$ cat src/rtl/fifo_skip_ctrl.sv
// fifo_skip_ctrl: single-clock stream FIFO with a multi-entry skip on read.
// The skip is clamped to the current occupancy, so the read pointer cannot
// pass the write pointer. Status flags are registered from the next-state
// occupancy, so they are exact on the cycle after each operation.
//
// Request/accept semantics: wr_i and rd_i are requests sampled on every rising
// edge of clk_i. There is no separate ready signal; full_o and empty_o act as
// the ready indications. A write is accepted only when full_o=0, and a read only
// when empty_o=0. A request made while the FIFO is not ready is dropped with no
// state change and is reported one cycle later on overflow_o or underflow_o.
module fifo_skip_ctrl #(
  parameter int DWIDTH       = 8,
  parameter int AWIDTH       = 4,
  parameter int SWIDTH       = 2,
  parameter int SHOWAHEAD    = 0,
  parameter int ALMOST_FULL  = 12,
  parameter int ALMOST_EMPTY = 2
) (
  input  logic              clk_i,
  input  logic              srst_i,
  input  logic              wr_i,
  input  logic [DWIDTH-1:0] wrdata_i,
  input  logic              rd_i,
  input  logic [SWIDTH-1:0] shift_i,
  output logic [DWIDTH-1:0] rddata_o,
  output logic [AWIDTH:0]   usedw_o,
  output logic              empty_o,
  output logic              full_o,
  output logic              almost_empty_o,
  output logic              almost_full_o,
  output logic              overflow_o,
  output logic              underflow_o
);

  localparam int DEPTH = 1 << AWIDTH;

  // Occupancy-domain constants, all AWIDTH+1 bits wide.
  localparam logic [AWIDTH:0] DEPTH_W = (AWIDTH+1)'(DEPTH);
  localparam logic [AWIDTH:0] AF_TH   = (AWIDTH+1)'(ALMOST_FULL);
  localparam logic [AWIDTH:0] AE_TH   = (AWIDTH+1)'(ALMOST_EMPTY);
  localparam logic [AWIDTH:0] ONE_W   = (AWIDTH+1)'(1);

  // Storage; intentionally not reset so it maps onto block RAM.
  logic [DWIDTH-1:0] mem [DEPTH];

  // Pointers carry one extra wrap bit so full and empty are distinguishable.
  logic [AWIDTH:0] wrptr;
  logic [AWIDTH:0] rdptr;

  logic            wr_acc;
  logic            rd_acc;
  logic [AWIDTH:0] shift_ext;
  logic [AWIDTH:0] shift_eff;
  logic [AWIDTH:0] rd_cnt;
  logic [AWIDTH:0] rd_sub;
  logic [AWIDTH:0] usedw_next;

  // Accept decisions and skip amount: a shift of 0 means one entry, and the
  // skip never exceeds what is currently stored.
  always_comb begin
    wr_acc    = wr_i & ~full_o;
    rd_acc    = rd_i & ~empty_o;
    shift_ext = (AWIDTH+1)'(shift_i);
    shift_eff = (shift_ext == '0) ? ONE_W : shift_ext;
    rd_cnt    = (shift_eff > usedw_o) ? usedw_o : shift_eff;
    rd_sub    = rd_acc ? rd_cnt : '0;
  end

  // Next occupancy; a simultaneous accepted write and read nets to 1 - rd_cnt.
  always_comb begin
    usedw_next = usedw_o + (AWIDTH+1)'(wr_acc) - rd_sub;
  end

  // Memory write port; a write in a reset cycle is ignored along with the rest.
  always_ff @(posedge clk_i) begin
    if (wr_acc && !srst_i) begin
      mem[wrptr[AWIDTH-1:0]] <= wrdata_i;
    end
  end

  // Pointer update; both pointers wrap modulo 2**(AWIDTH+1).
  always_ff @(posedge clk_i) begin
    if (srst_i) begin
      wrptr <= '0;
      rdptr <= '0;
    end else begin
      if (wr_acc) begin
        wrptr <= wrptr + ONE_W;
      end
      if (rd_acc) begin
        rdptr <= rdptr + rd_cnt;
      end
    end
  end

  // Occupancy and status flags, all registered from the next-state count.
  always_ff @(posedge clk_i) begin
    if (srst_i) begin
      usedw_o        <= '0;
      empty_o        <= 1'b1;
      full_o         <= 1'b0;
      almost_empty_o <= 1'b1;
      almost_full_o  <= 1'b0;
    end else begin
      usedw_o        <= usedw_next;
      empty_o        <= (usedw_next == '0);
      full_o         <= (usedw_next == DEPTH_W);
      almost_empty_o <= (usedw_next <= AE_TH);
      almost_full_o  <= (usedw_next >= AF_TH);
    end
  end

  // Error strobes: one-cycle pulse after a request the FIFO could not take.
  always_ff @(posedge clk_i) begin
    if (srst_i) begin
      overflow_o  <= 1'b0;
      underflow_o <= 1'b0;
    end else begin
      overflow_o  <= wr_i & full_o;
      underflow_o <= rd_i & empty_o;
    end
  end

  generate
    if (SHOWAHEAD != 0) begin : g_showahead
      // Head word presented combinationally; meaningless while empty.
      always_comb begin
        rddata_o = mem[rdptr[AWIDTH-1:0]];
      end
    end else begin : g_registered
      // Registered read of the old head on an accepted read; holds otherwise.
      always_ff @(posedge clk_i) begin
        if (srst_i) begin
          rddata_o <= '0;
        end else if (rd_acc) begin
          rddata_o <= mem[rdptr[AWIDTH-1:0]];
        end
      end
    end
  endgenerate

endmodule

$ cat config.mk
export PLATFORM = sky130hd
export DESIGN_NAME = fifo_skip_ctrl
export DESIGN_NICKNAME = d
export VERILOG_FILES = /design/src/rtl/fifo_skip_ctrl.sv
export SDC_FILE = /design/constraint.sdc
export NUM_CORES = 1
export LEC_CHECK = 0
export BUFFER_PORTS_ARGS = -buffer_cell sky130_fd_sc_hd__buf_2
export CORE_MARGIN = 5
export CORE_UTILIZATION = 53
export DETAILED_ROUTE_END_ITERATION = 10
export HOLD_SLACK_MARGIN = 0.06
export PLACE_DENSITY = 0.8
export SYNTH_ARGS = -nofsm -noshare
export SYNTH_HDL_FRONTEND = slang
export SYNTH_SLANG_ARGS = --single-unit
export TNS_END_PERCENT = 5
$ cat constraint.sdc
create_clock -name clk_i -period 3.06 [get_ports clk_i]
set_input_delay 0.306 -clock clk_i [delete_from_list [all_inputs] [get_ports clk_i]]
set_output_delay 0.306 -clock clk_i [all_outputs]
set_load 0.01 [all_outputs]
# == After elaboration in Yosys (flattened, before gate mapping) ==
# Memories as Yosys holds them, arrays and structs flattened. A register that Yosys moved wholly into a read port is not among the register bits.
# Index checks and enable logic that the tools add are counted.
# word_totals
regBits,21
n_memories,1
ramBits,128
# mem_list
name,words,word_bits,read_ports,rd_clocked_by_memory_dff,wr,line_no,rtl
mem,16,8,1,1,1,44,logic [DWIDTH-1:0] mem [DEPTH];
# classes
bitwise_logic,6
reduce_logical,4
magnitude_cmp,3
eq_ne,1
muxes,5
addsub,4
# ops
operator,n
$mux 5,2
$add 5x1->5,1
$add 5x1->5 const B,1
$add 5x5->5,1
$eq 5x5->1 const B,1
$ge 5x4->1 const B,1
$gt 2x5->1,1
$le 5x2->1 const B,1
$logic_not 5->1,1
$sub 5x5->5,1
$and 1x1->1,4
$logic_not 2->1,1
$mux 1,2
$mux 2,1
$not 1->1,2
$logic_and 1x1->1,1
$logic_not 1->1,1

# == Depth between registers and ports, before layout ==
# depth
depth_word,7
depth_mapped,17
ltp_nobuf,17

# == Worst setup path after synthesis ==
# No wires, ideal clock.
# synth_path
path_type,input to register
start,input port shift_i[1]
end,register full_o
cell_stages,14
arrival_ns,3.158
path_buffers,0
setup_time_ns,0.061
slack_ns,-0.160
cell_sequence,nor2b_1 ha_1 a2111oi_2 o21ai_1 o21ai_0 nand2_1 ha_1 inv_1 fa_1 nor2b_1 o21ai_1 a211o_1 nand2_2 and4_1
# synth_via
elab_chain_cells,7
# synth_rtl
element,line_no,rtl
start: declaration,24,"input logic [SWIDTH-1:0] shift_i,"
$logic_not 2->1,64,shift_eff = (shift_ext == '0) ? ONE_W : shift_ext;
$mux 2 *,64,
$gt 2x5->1,65,rd_cnt = (shift_eff > usedw_o) ? usedw_o : shift_eff;
$mux 5 *,65,
$mux 5 *,66,rd_sub = rd_acc ? rd_cnt : '0;
$sub 5x5->5 *,71,usedw_next = usedw_o + (AWIDTH+1)'(wr_acc) - rd_sub;
$eq 5x5->1 *,107,full_o <= (usedw_next == DEPTH_W);
end signal: assignment,107,
end: declaration,28,"output logic full_o,"
# Mark *: on every way between the ends. The rest lies on a longest branch, timed or not.
# A chain may end at the register's enable or synchronous reset.

# == Worst setup path after layout ==
# layout_path
start,register usedw_o[1]
end,register full_o
# layout_via
elab_chain_cells,5
word_cells_on_any_way,6
# layout_rtl
element,line_no,rtl
start: declaration,26,"output logic [AWIDTH:0] usedw_o,"
start signal: assignment,105,usedw_o <= usedw_next;
$gt 2x5->1,65,
$mux 5,65,
$mux 5,66,
$sub 5x5->5 *,71,
$eq 5x5->1 *,107,
# Marked as above.

==> results.toml <==
[outcome]
outcome = "finished, violations left"
violations = "setup timing"

[logic_synthesis]
postSynthRegisterBits = 155
synthArstFlopShare_pct = 0
yosys-top-cells-area = "edfxtp_1 60%, mux2i_1 9.7%, dfxtp_1 8.4%"
synthAdderAreaFrac_pct = 3.94
synth_top_family_by_area = "multiplexers"
avgSynthCellArea_um2 = 14.6
yosysWarningCount = 0
synth_simple_gate_area_share_pct = 8.82
netlist_instances = 438
synth_top_flop_cell = "edfxtp_1"
yosysTopAreaCellShare_pct = 60.0
synthTopCellsByCount = "128 x edfxtp_1, 62 x mux2i_1, 37 x nand2_1, 31 x nor2_1, 27 x dfxtp_1"
synth.mux.area_fraction_pct = 9.68
synthXorXnorAreaFrac_pct = 0.957
synth_edf_count = 128
yosysMostFrequentCell = "edfxtp_1"
ys_seq_area_share_pct = 68.4
synth-compound-area-share_pct = 5.13
yosysTopAreaCell = "edfxtp_1"
synth.distinct_cells = 42
syn_area_um2 = 6410

[timing]
layout_setup_ws_ps = -95.6
hold_viol_final = 0
setup_tns_ps = -106
fmax_mhz = 317
rsz0062_at_grt = "yes"
slew_headroom_pct = 46.0
tightest_slew_ps = 810
final.period_utilization_pct = 103
setup_viol = 2
min_period_ps = 3160
whs_ps = 112
finalClockSkew_ps = 6.89
slew_violations = 0

[route]
wirelength_um = 12800
first_iter_violations = 358
via_count = 3685
vias_per_cell = 5.68
first_pass_iters = 7
wl_per_cell_um = 19.8
postRouteAntennaNets = 0
drcViolationCount = 0

[place]
routabilityCongestion = 0.825
place_area_um2 = 6790
place.port_buffers = 32
hpwl_um = 8200

[clock_network]
numCtsBuffers = 17
clock_sink_count = 155
htreeDepth = 4
cts_buffer_depth = 2
cts_root_buf = "clkbuf_16"
clk_latency_ps = 420
cts_tree = "built"
path_clk_slew_ps = 60

[global_route]
grt_pass1_vias = 3747
grt_antenna_before_repair = 0
overflow = 0
grt_max_degree = 47
grt_pass1_wl_um = 20500
grt.total_usage_pct = 19.2

[power_and_ir_drop]
powerDensity_nw_per_um2 = 806
combinationalPowerShare_pct = 22.6
finalPower_mw = 5.95
clkPwrFrac_pct = 33.5
switching_share_pct = 27.9
switchingPower_mw = 1.66
p_int_mw = 4.29
leakagePower_nw = 2.61
p_seq_share_pct = 43.9
ir_drop_mv = 0.614

[setup_path]
rr_endpoint = "full_o"
arrival_ps = 3520
critPathBufInv = 3
rr_worst_depth = 17
ff2ff_setup_slack_ps = -100
path_delay_family = "adder cells"
slowest_delay_ps = 350
endpoint = "full_o"
cp-start-kind = "register"
critPathKind = "reg2reg"
r2r_start = "usedw_o[1]"
end_kind = "register"
timing.critical_path.mode_cell = "inv_2"
path_depth = 17
critPathRequiredTime_ps = 3420
worstPathMaxFanout = 4
crit_start = "usedw_o[1]"
cp_slowest_cell = "fa_2"
cp_cell_sequence = "inv_2 > ha_4 > a2111oi_4 > o21ai_2 > nor2_1 > a21oi_1 > and2_1 > ha_1 > inv_1 > ha_2 > inv_2 > fa_2 > nor2b_1 > o21ai_1 > a211o_1 > nand2_2 > and4_1"

[floorplanning]
rows = 40
die_w_um = 120
ios = 33
core_um2 = 11900
die_y_um = 120
initial_core_util_pct = 53.8
dieArea_um2 = 14400

[final_layout]
final_cell_area_um2 = 7390
area.sequential_um2 = 4390
drive_gt1_share_pct = 19.7
multi_input_area_um2 = 1890
nets = 522
num-fill-cells = 866
area_growth_pct = 15.3
insertedDiodeCount = 0

[min_path]
hold_path_class = "in2reg"

[job]
max_cap_violations = 0
==> kinds of logic after synthesis <==
kind of cell,count (synthesis)
adder cells (fa/ha/maj),19
XOR/XNOR,7
other,2
multiplexers,62
AO/OA/AOI/OAI,46
buffers and inverters,30
AND/OR/NAND/NOR,117
flip-flops,155
==> per-layer routing <==
layer	routed length [um]	global-route usage [%]	share of wire [%]	vias up
met2	6430	31.2	50	119
li1	-	-	-	1741
met1	5260	24.4	41	1806
met3	880	6.03	6.9	19
met4	262	6.94	2.0	0
met5	0	0	0	-
==> state kept, by name (all words and copies together) (netlist names) <==
name,cells
mem,128
rddata_o,8
overflow_o,1
empty_o,1
full_o,1
underflow_o,1
almost_full_o,1
usedw_o,5
rdptr,4
wrptr,4
almost_empty_o,1
==> per-stage QoR <==
step           cells  util (%)  worst slack, ps
5_1_grt          649      62.0             -310
3_5_place_dp     614      57.0             -358
6_report         649      62.0            -95.6
2_1_floorplan    439         -            -43.8
4_1_cts          649      62.0            -88.2
3_3_place_gp     614      57.0             -215
==> cell usage in the layout, fill, tap and decap left out, types with 2 or more instances in the layout <==
| cell type | count |
|---|---|
| nand4_1 | 9 |
| clkbuf_8 | 3 |
| mux2i_1 | 62 |
| nand3_1 | 16 |
| clkinv_2 | 5 |
| buf_2 | 32 |
| nor2b_1 | 8 |
| inv_2 | 2 |
| buf_4 | 19 |
| clkbuf_1 | 3 |
| ha_4 | 2 |
| or3_1 | 2 |
| o21ai_1 | 2 |
| a22oi_1 | 22 |
| dfxtp_1 | 24 |
| xnor2_1 | 2 |
| nand2_1 | 37 |
| nor2b_2 | 2 |
| a2111oi_0 | 2 |
| nor2_1 | 31 |
| a31oi_1 | 3 |
| a21oi_1 | 8 |
| edfxtp_1 | 128 |
| xor2_1 | 5 |
| a21o_1 | 2 |
| conb_1 | 3 |
| clkbuf_16 | 20 |
| and2_1 | 2 |
| dfxtp_2 | 2 |
| inv_1 | 8 |
| ha_1 | 14 |
==> cell type report <==
class,instances,area share [%]
clock buffer,26,7.48
clock inverter,6,0.389
inverter,10,0.508
multi-input combinational,254,25.6
sequential,155,59.4
tap,147,2.49
timing repair buffer,51,4.10
==> power groups by stage <==
stage	clock network, mW	logic [mW]	registers (mW)
after global routing	2.13	1.50	2.64
after CTS	2.02	1.35	2.62
after global placement	0	1.25	2.65
after detailed placement	0	1.30	2.66
after floorplan	0	0.946	2.59
final	1.99	1.34	2.61
==> worst min path at each step <==
stage,from,cells past startpoint,end
after floorplan,wrdata_i[0],0,mem[0][0]
after global placement,rddata_o[2],2,rddata_o[2]
after detailed placement,rddata_o[6],2,rddata_o[6]
after CTS,srst_i,2,wrptr[2]
after global routing,srst_i,2,wrptr[2]
final,srst_i,2,wrptr[2]
==> what timing repair did <==
action / 4_1_cts / 5_1_grt
gates cloned: 0 / 0
pin swaps: 7 / 0
endpoints found under the setup margin: 7 / 7
gates resized for setup: 2 / 0
setup buffers: 3 / 0
endpoints found under the hold margin: 0 / 0
hold buffers: 0 / 0
==> worst reg2reg max path: stages (launching register included) <==
cell	delay, ps
dfxtp_2	340
inv_2	50
ha_4	220
a2111oi_4	310
o21ai_2	120
nor2_1	100
a21oi_1	60
and2_1	170
ha_1	270
inv_1	60
ha_2	180
inv_2	50
fa_2	350
nor2b_1	120
o21ai_1	80
a211o_1	320
nand2_2	110
and4_1	200
(Power assumes the default switching activity.)
